--- src/rtl/vedic_pkg.sv ---
// vedic_pkg: shared types and constants for the sequential Vedic multiplier.
//   state_e    - controller states (IDLE, MUL, DONE)
//   OPW/HW/PW  - operand width, half width, product width
//   NSTEPS     - partial products per multiply
//   STEP_SH    - left shift applied to each step's partial product
//   vedic_mul2 - 2x2 Vedic (Urdhva-Tiryagbhyam) building block
package vedic_pkg;

  typedef enum logic [1:0] {
    IDLE = 2'd0,
    MUL  = 2'd1,
    DONE = 2'd2
  } state_e;

  localparam int unsigned OPW    = 8;
  localparam int unsigned HW     = OPW / 2;
  localparam int unsigned PW     = 2 * OPW;
  localparam int unsigned NSTEPS = 4;

  // Entry i is the shift for step i: lo*lo, hi*lo, lo*hi, hi*hi.
  localparam logic [NSTEPS-1:0][3:0] STEP_SH = {4'd8, 4'd4, 4'd4, 4'd0};

  // Vertical and crosswise 2x2: bit0 vertical, bit1 crosswise, bits 3:2
  // vertical high pair plus crosswise carry.
  function automatic logic [3:0] vedic_mul2(input logic [1:0] a, input logic [1:0] b);
    logic v0, x0, x1, c1, v1;
    v0 = a[0] & b[0];
    x0 = a[1] & b[0];
    x1 = a[0] & b[1];
    c1 = x0 & x1;
    v1 = a[1] & b[1];
    return {v1 & c1, v1 ^ c1, x0 ^ x1, v0};
  endfunction

endpackage

--- src/rtl/vedic_mul4.sv ---
// vedic_mul4: combinational 4x4 unsigned Vedic multiplier.
//   x, y - 4-bit unsigned operands
//   p    - 8-bit product
// Four 2x2 Vedic blocks produce partial products that are reduced by two
// carry-save stages and a single final carry-propagate add.
module vedic_mul4
  import vedic_pkg::*;
(
  input  logic [HW-1:0]   x,
  input  logic [HW-1:0]   y,
  output logic [2*HW-1:0] p
);

  logic [3:0] q0, q1, q2, q3;
  logic [7:0] t0, t1, t2, t3;
  logic [7:0] s1, maj1, c1;
  logic [7:0] s2, maj2, c2;

  assign q0 = vedic_mul2(x[1:0], y[1:0]);
  assign q1 = vedic_mul2(x[3:2], y[1:0]);
  assign q2 = vedic_mul2(x[1:0], y[3:2]);
  assign q3 = vedic_mul2(x[3:2], y[3:2]);

  // Partial products aligned to their weights.
  assign t0 = {4'b0000, q0};
  assign t1 = {2'b00, q1, 2'b00};
  assign t2 = {2'b00, q2, 2'b00};
  assign t3 = {q3, 4'b0000};

  // First 3:2 stage on t0..t2.
  assign s1   = t0 ^ t1 ^ t2;
  assign maj1 = (t0 & t1) | (t0 & t2) | (t1 & t2);
  assign c1   = {maj1[6:0], 1'b0};

  // Second 3:2 stage folds in t3. The true product is < 256, so dropping
  // the carry out of bit 7 is exact.
  assign s2   = s1 ^ c1 ^ t3;
  assign maj2 = (s1 & c1) | (s1 & t3) | (c1 & t3);
  assign c2   = {maj2[6:0], 1'b0};

  assign p = s2 + c2;

endmodule

--- src/rtl/vedic_mul8_seq.sv ---
// vedic_mul8_seq: sequential 8x8 unsigned multiplier built on one shared
// 4x4 Vedic core, one cross product per cycle over four cycles.
//   clk, rst_n          - clock, async active-low reset
//   in_valid/in_ready   - operand handshake, in_a/in_b unsigned operands
//   out_valid/out_ready - product handshake, out_p = accumulator
//   busy                - controller not idle
// Only OPW = 8 is supported.
module vedic_mul8_seq #(
  parameter int unsigned OPW = 8
) (
  input  logic             clk,
  input  logic             rst_n,
  input  logic             in_valid,
  output logic             in_ready,
  input  logic [OPW-1:0]   in_a,
  input  logic [OPW-1:0]   in_b,
  output logic             out_valid,
  input  logic             out_ready,
  output logic [2*OPW-1:0] out_p,
  output logic             busy
);
  import vedic_pkg::*;

  state_e           state_q, state_d;
  logic [1:0]       step_q, step_d;
  logic [OPW-1:0]   a_q, a_d, b_q, b_d;
  logic [2*OPW-1:0] acc_q, acc_d;

  logic [HW-1:0]    x, y;
  logic [2*HW-1:0]  prod;
  logic [2*OPW-1:0] addend;
  logic             accept;

  // step[0] selects the high half of a, step[1] the high half of b,
  // giving lo*lo, hi*lo, lo*hi, hi*hi.
  assign x = step_q[0] ? a_q[OPW-1:HW] : a_q[HW-1:0];
  assign y = step_q[1] ? b_q[OPW-1:HW] : b_q[HW-1:0];

  vedic_mul4 u_core (
    .x (x),
    .y (y),
    .p (prod)
  );

  assign addend = {{(2*OPW-2*HW){1'b0}}, prod} << STEP_SH[step_q];

  assign in_ready  = (state_q == IDLE) || ((state_q == DONE) && out_ready);
  assign accept    = in_valid && in_ready;
  assign out_valid = (state_q == DONE);
  assign busy      = (state_q != IDLE);
  assign out_p     = acc_q;

  always_comb begin
    state_d = state_q;
    step_d  = step_q;
    a_d     = a_q;
    b_d     = b_q;
    acc_d   = acc_q;
    unique case (state_q)
      IDLE: begin
        if (accept) begin
          state_d = MUL;
          step_d  = 2'd0;
          a_d     = in_a;
          b_d     = in_b;
          acc_d   = '0;
        end
      end
      MUL: begin
        acc_d  = acc_q + addend;
        step_d = step_q + 2'd1;
        if (step_q == 2'(NSTEPS - 1)) state_d = DONE;
      end
      DONE: begin
        // Handoff straight into MUL when a new pair is waiting.
        if (out_ready) begin
          if (in_valid) begin
            state_d = MUL;
            step_d  = 2'd0;
            a_d     = in_a;
            b_d     = in_b;
            acc_d   = '0;
          end else begin
            state_d = IDLE;
          end
        end
      end
      default: state_d = IDLE;
    endcase
  end

  always_ff @(posedge clk or negedge rst_n) begin
    if (!rst_n) begin
      state_q <= IDLE;
      step_q  <= 2'd0;
      a_q     <= '0;
      b_q     <= '0;
      acc_q   <= '0;
    end else begin
      state_q <= state_d;
      step_q  <= step_d;
      a_q     <= a_d;
      b_q     <= b_d;
      acc_q   <= acc_d;
    end
  end

endmodule

--- config.mk ---
export PLATFORM = sky130hd
export DESIGN_NAME = vedic_mul8_seq
export DESIGN_NICKNAME = d
export VERILOG_FILES = /design/src/rtl/vedic_pkg.sv /design/src/rtl/vedic_mul4.sv /design/src/rtl/vedic_mul8_seq.sv
export SDC_FILE = /design/constraint.sdc
export NUM_CORES = 1
export LEC_CHECK = 0
export BUFFER_PORTS_ARGS = -buffer_cell sky130_fd_sc_hd__buf_2
export CORE_MARGIN = 4
export CORE_UTILIZATION = 58
export DETAILED_ROUTE_END_ITERATION = 8
export PLACE_DENSITY = 0.89
export SLEW_MARGIN = 10
export SYNTH_ARGS = -nofsm -noshare
export SYNTH_HDL_FRONTEND = slang
export SYNTH_HIERARCHICAL = 1
export SYNTH_SLANG_ARGS = --single-unit
export TNS_END_PERCENT = 10
--- constraint.sdc ---
create_clock -name clk -period 5.6 [get_ports clk]
set_input_delay 0 -clock clk [delete_from_list [all_inputs] [get_ports clk]]
set_output_delay 0 -clock clk [all_outputs]
set_load 0.02 [all_outputs]
==> results.toml, run 1 <==
[hold_path]
hold_start = "out_ready"
hold_path_class = "in2reg"

[global_route]
overflow = 0
grt_max_degree = 37
grt_pass1_vias = 2340
track_usage = 0.2284
grt_antenna_before_repair = 0
grt_pass1_wl_microns = 10900

[synth]
yosysTopAreaCellShare = 0.3213
yosysSeqAreaShare = 0.3213
synth_nets = 334
synth_seq_cells = 36
synth_largest_area_cell = "dfrtp_1"
yosysUniqueCellTypes = 42
postSynthCellCount = 278
ys_warn_count = 6
syn_avg_cell_area_sq_um = 10.09
synth_area_sq_um = 2804
synth_area_leaders = "dfrtp_1 32%, ha_1 13%, mux2_2 9.6%, fa_1 5.0%, and2_1 4.0%"
ys.flop_type = "dfrtp_1"
synth_edf_count = 0
ys_async_sr_fraction = 1.000

[clock_network]
htreeDepth = 2
clockRootBuffer = "clkbuf_8"
clock_path_buffers = 2
clock_latency_ns = 0.30
cts-resized-gates = 0
cts_tree = "built"
clk_pin_slew_ns = 0.08
cts_buffers = 5
cts_sinks = 36

[cells_and_area]
multi_input_area_sq_um = 1788
stdcell_count = 385
fillers = 348
layout_commonest_cell = "buf_2"
num-nets-final = 386
area_growth_pct = 17.67
diodes = 0
drive_gt1_frac = 0.2417
seq_area_sq_um = 900.9
post-route-util = 0.7032
final_cell_mix = "38 x buf_2, 36 x dfrtp_1, 30 x nand2_1, 29 x ha_1, 24 x mux2_2"

[routing]
via_per_inst = 5.974
num_vias = 2300
drtIter0Drc = 77
postRouteAntennaNets = 0
wl_per_cell_microns = 17.14
firstDrtPassIters = 5
drc_errors = 0
drt-total-wl_microns = 6600

[critical_path]
critPathLaunchType = "flip-flop"
worstPathArrival_ns = 5.31
cp.required_ns = 5.73
crit_start = "step_q[0]$_DFFE_PN0P_"
worst-path-max-fanout = 8
crit_path_end_kind = "flip-flop"
r2r-start = "step_q[0]$_DFFE_PN0P_"
path_class = "reg2reg"

[place]
dp_cells = 359
gp_congestion = 1.046
port_buffers = 38
hpwl_microns = 4562

[floorplan]
die-area_sq_um = 6011
io_pins = 39
fp.dieH_microns = 77.53
core_sq_um = 4692
num_rows = 25
fp.dieW_microns = 77.53
initial_core_util = 0.5976

[sta]
whs_ns = 0.02542
report.final.hold_viol_count = 0
fmax_mhz = 193.2
skew_ns = 0.009063
tns_ns = 0
relSlewSlack = 0.2966
fin_crit_ns = 5.175
slew_viol_final = 0
rsz0062_at_grt = "no"
min_period_over_period = 0.9241
setup_viol = 0
worstMarginPinSlew_ns = 1.055

[run_status]
status = "completed"

[flow_run]
max_cap_violations = 0
-- worst paths after layout --
| kind | cells after the start | to | slack, ns |
|---|---|---|---|
| hold reg to reg | 1 | b_q[0]$_DFFE_PN0P_ | 0.52 |
| setup reg to reg | 19 | out_p[14]$_DFFE_PN0P_ | 0.42 |
| hold / removal | 3 | state_q[1]$_DFFE_PN0P_ | 0.03 |
| setup / recovery | 19 | out_p[14]$_DFFE_PN0P_ | 0.42 |
| min in group asynchronous | 2 | out_p[12]$_DFFE_PN0P_ | 0.32 |
| max in group asynchronous | 2 | b_q[3]$_DFFE_PN0P_ | 4.75 |
-- critical path, stage by stage, from the launching register on --
cell and delay, ns:
dfrtp_1 0.49, mux2_2 0.41, and2_1 0.18, ha_1 0.19, ha_1 0.28, ha_1 0.28, inv_1 0.06, fa_1 0.53
inv_1 0.05, ha_1 0.21, fa_1 0.39, xor2_1 0.19, a22o_1 0.23, ha_1 0.39, and2_4 0.21, and3_4 0.18
a221o_1 0.31, a41oi_2 0.18, xor2_1 0.17, o22ai_1 0.09
-- state kept, by name, indices dropped and copies added, names as in the netlist --
register  cells
a_q           8
state_q       2
out_p        16
b_q           8
step_q        2
-- layout make-up --
cell class	count	area share
well taps	54	0.02048
flip-flops and latches	36	0.2730
clock inverters	3	0.01289
inverters	15	0.01706
multi-input cells	216	0.5419
repair buffers	56	0.1138
clock buffers	5	0.02086
-- cell families (layout without fill, tap and decap cells) --
logic type,Yosys count,in the layout,share of synthesized area
AND/OR/NAND/NOR,74,74,0.1379
AO/OA/AOI/OAI,61,61,0.1566
adder cells (fa/ha/maj),36,36,0.1794
flip-flops,36,36,0.3213
multiplexers,28,28,0.1107
buffers and inverters,26,79,0.04105
XOR/XNOR,17,17,0.05310
-- cells in the mapped netlist (all sizes together), types with 2 or more instances --
cell type	instances
nor2b	9
o211ai	2
and3	3
a22o	5
xor2	9
a21o	8
o21ai	12
mux2i	4
inv	15
mux2	24
a31oi	4
a41oi	3
o22ai	10
o21bai	3
clkbuf	4
nand2b	2
and2	19
ha	29
buf	7
fa	7
xnor2	8
and4	2
dfrtp	36
nand2	30
nor2	6
a21oi	9
-- routing by layer --
layer,vias to the layer above,track usage,part of all wire
li1,1083,-,-
met1,1122,0.2642,0.41
met2,79,0.4249,0.52
met3,16,0.03944,0.048
met4,0,0.07295,0.021
met5,-,0,0
-- per-stage QoR --
step	cell area [sq um]	setup slack (ns)
2_1_floorplan	2804	0.8525
3_3_place_gp	3003	0.6288
3_5_place_dp	3003	0.5160
4_1_cts	3284	0.4888
5_1_grt	3299	0.1905
6_report	3299	0.4248
-- what timing repair did --
item / 4_1_cts / 5_1_grt
hold endpoints to repair: 52 / 0
hold buffers: 17 / 0
setup buffers: 0 / 0
Power of run 1 is left out: the tool's default activity adds up to more than one toggle a clock period on the data nets, which glitch-free logic cannot reach.
==> inputs of run 2 (changes only) <==
--- a/config.mk
+++ b/config.mk
@@ -6,8 +6,10 @@
 export NUM_CORES = 1
 export LEC_CHECK = 0
 export BUFFER_PORTS_ARGS = -buffer_cell sky130_fd_sc_hd__buf_2
+export CELL_PAD_IN_SITES_DETAIL_PLACEMENT = 0
+export CELL_PAD_IN_SITES_GLOBAL_PLACEMENT = 1
 export CORE_MARGIN = 4
-export CORE_UTILIZATION = 58
+export CORE_UTILIZATION = 45
 export DETAILED_ROUTE_END_ITERATION = 8
 export PLACE_DENSITY = 0.89
 export SLEW_MARGIN = 10
==> run 2 against run 1 <==
  * Core utilization fell by 15 points
  * Sequential cell count did not move
  * Routed wire length fell by 7.3%
  * First-iteration DRC count fell by 26%
  * Non-clock buffer count did not move
  * Register-to-register slack improved by 0.13 ns
  * Sequential share of layout area fell by 0.12 points
  * Hold slack improved by 0.0028 ns
  * Cell count rose by 5.5%
  * Critical path depth did not move
  * Cell area rose by 0.46%
  * Global-route usage fell by 5.3 points
  * Largest cell class unchanged
==> results.toml, run 2 (synthesized netlist as in run 1, its figures left out) <==
[clock_network]
clockRootBuffer = "clkbuf_8"
ctsHoldBuffers = 17
clock_path_buffers = 2
cts_sinks = 36
clock_latency_ns = 0.29
cts-resized-gates = 0
clk_pin_slew_ns = 0.08
cts_buffers = 5
htreeDepth = 2
cts_tree = "built"
post_cts_buffers = 0

[floorplan]
core_sq_um = 5991
fp.dieW_microns = 86.94
io_pins = 39
die-area_sq_um = 7558
initial_core_util = 0.4680
num_rows = 28
fp.dieH_microns = 86.94

[global_route]
track_usage = 0.1757
overflow = 0
grt_max_degree = 37
grt_antenna_before_repair = 0
grt_pass1_vias = 2264
grt_pass1_wl_microns = 10470

[cells_and_area]
area_growth_pct = 18.21
diodes = 0
seq_area_sq_um = 900.9
multi_input_area_sq_um = 1788
fillers = 543
drive_gt1_frac = 0.2387
final_cell_mix = "38 x buf_2, 36 x dfrtp_1, 30 x nand2_1, 29 x ha_1, 24 x mux2_2"
num-nets-final = 386
largest_register_ff_count = 16
layout_commonest_cell = "buf_2"

[routing]
wl_met1_microns = 2754
drtIter0Drc = 57
firstDrtPassIters = 5
postRouteAntennaNets = 0
num_vias = 2177
dr_wl_met3_microns = 274
drc_errors = 0
drt-total-wl_microns = 6118
dr_wl_met2_microns = 3010
wl_per_cell_microns = 15.07
via_per_inst = 5.362
routed.top_layer = "met4"

[sta]
whs_ns = 0.02818
fin_crit_ns = 5.043
worstMarginPinSlew_ns = 1.072
slew_viol_final = 0
min_period_over_period = 0.9006
relSlewSlack = 0.2856
report.final.hold_viol_count = 0
rsz0062_at_grt = "no"
setup_viol = 0
skew_ns = 0.01395
fmax_mhz = 198.3
tns_ns = 0

[critical_path]
critPathSlowestCell = "fa_1"
worstPathArrival_ns = 5.16
crit_path_end_kind = "flip-flop"
critical_path.cell_chain = "mux2_2, and2_1, ha_1, ha_1, ha_1, inv_1, fa_1, inv_1, ha_1, fa_1, xor2_1, a22o_1, ha_1, and2_4, and3_4, a221o_1, a41oi_2, xor2_1, o22ai_1"
max_stage_delay_ns = 0.53
crit_top_cell = "ha_1"
cp.required_ns = 5.72
crit_family = "adder cells"
critPathBufInv = 2
critPathLaunchType = "flip-flop"
worst-path-max-fanout = 8
path_class = "reg2reg"

[place]
port_buffers = 38
gp_congestion = 0.9014
hpwl_microns = 4501

[flow_run]
max_cap_violations = 0

[hold_path]
hold_path_class = "in2reg"

[run_status]
status = "completed"
## run 2: stage by stage
| stage | area, sq um | setup slack, ns | util | std cells |
|---|---|---|---|---|
| after floorplan | 2804 | 0.8525 | - | 278 |
| after global placement | 3037 | 0.6117 | 0.5069 | 381 |
| after detailed placement | 3037 | 0.5720 | 0.5069 | 381 |
| after CTS | 3314 | 0.5594 | 0.5533 | 406 |
| after global routing | 3314 | 0.2654 | 0.5533 | 406 |
| final | 3314 | 0.5566 | 0.5533 | 406 |
## run 2: area by class of cell
| class | count | share of cell area |
|---|---|---|
| inverters | 15 | 0.01699 |
| clock inverters | 2 | 0.01057 |
| multi-input cells | 216 | 0.5394 |
| well taps | 75 | 0.02831 |
| clock buffers | 6 | 0.02190 |
| repair buffers | 56 | 0.1110 |
| flip-flops and latches | 36 | 0.2718 |
## run 2: final timing paths
path / start / end / slack (ns) / depth (start not counted)
min in group asynchronous: rst_n / out_p[11]$_DFFE_PN0P_ / 0.33 / 2
max in group asynchronous: rst_n / b_q[7]$_DFFE_PN0P_ / 4.75 / 2
worst max-delay path: step_q[0]$_DFFE_PN0P_ / out_p[14]$_DFFE_PN0P_ / 0.56 / 19
worst min-delay path: out_ready / state_q[1]$_DFFE_PN0P_ / 0.03 / 3
worst min register to register: a_q[7]$_DFFE_PN0P_ / a_q[7]$_DFFE_PN0P_ / 0.51 / 1
worst max register to register: step_q[0]$_DFFE_PN0P_ / out_p[14]$_DFFE_PN0P_ / 0.56 / 19
## run 2: metal layers
| layer | track usage | vias up |
|---|---|---|
| li1 | - | 1085 |
| met1 | 0.2222 | 1027 |
| met2 | 0.2981 | 57 |
| met3 | 0.03122 | 8 |
| met4 | 0.06516 | 0 |
| met5 | 0 | - |
## run 2: worst min-delay path: stages
cell and delay (ns):
buf_2 0.10, inv_1 0.06, a22o_1 0.12
Power of run 2 is left out for the same reason.
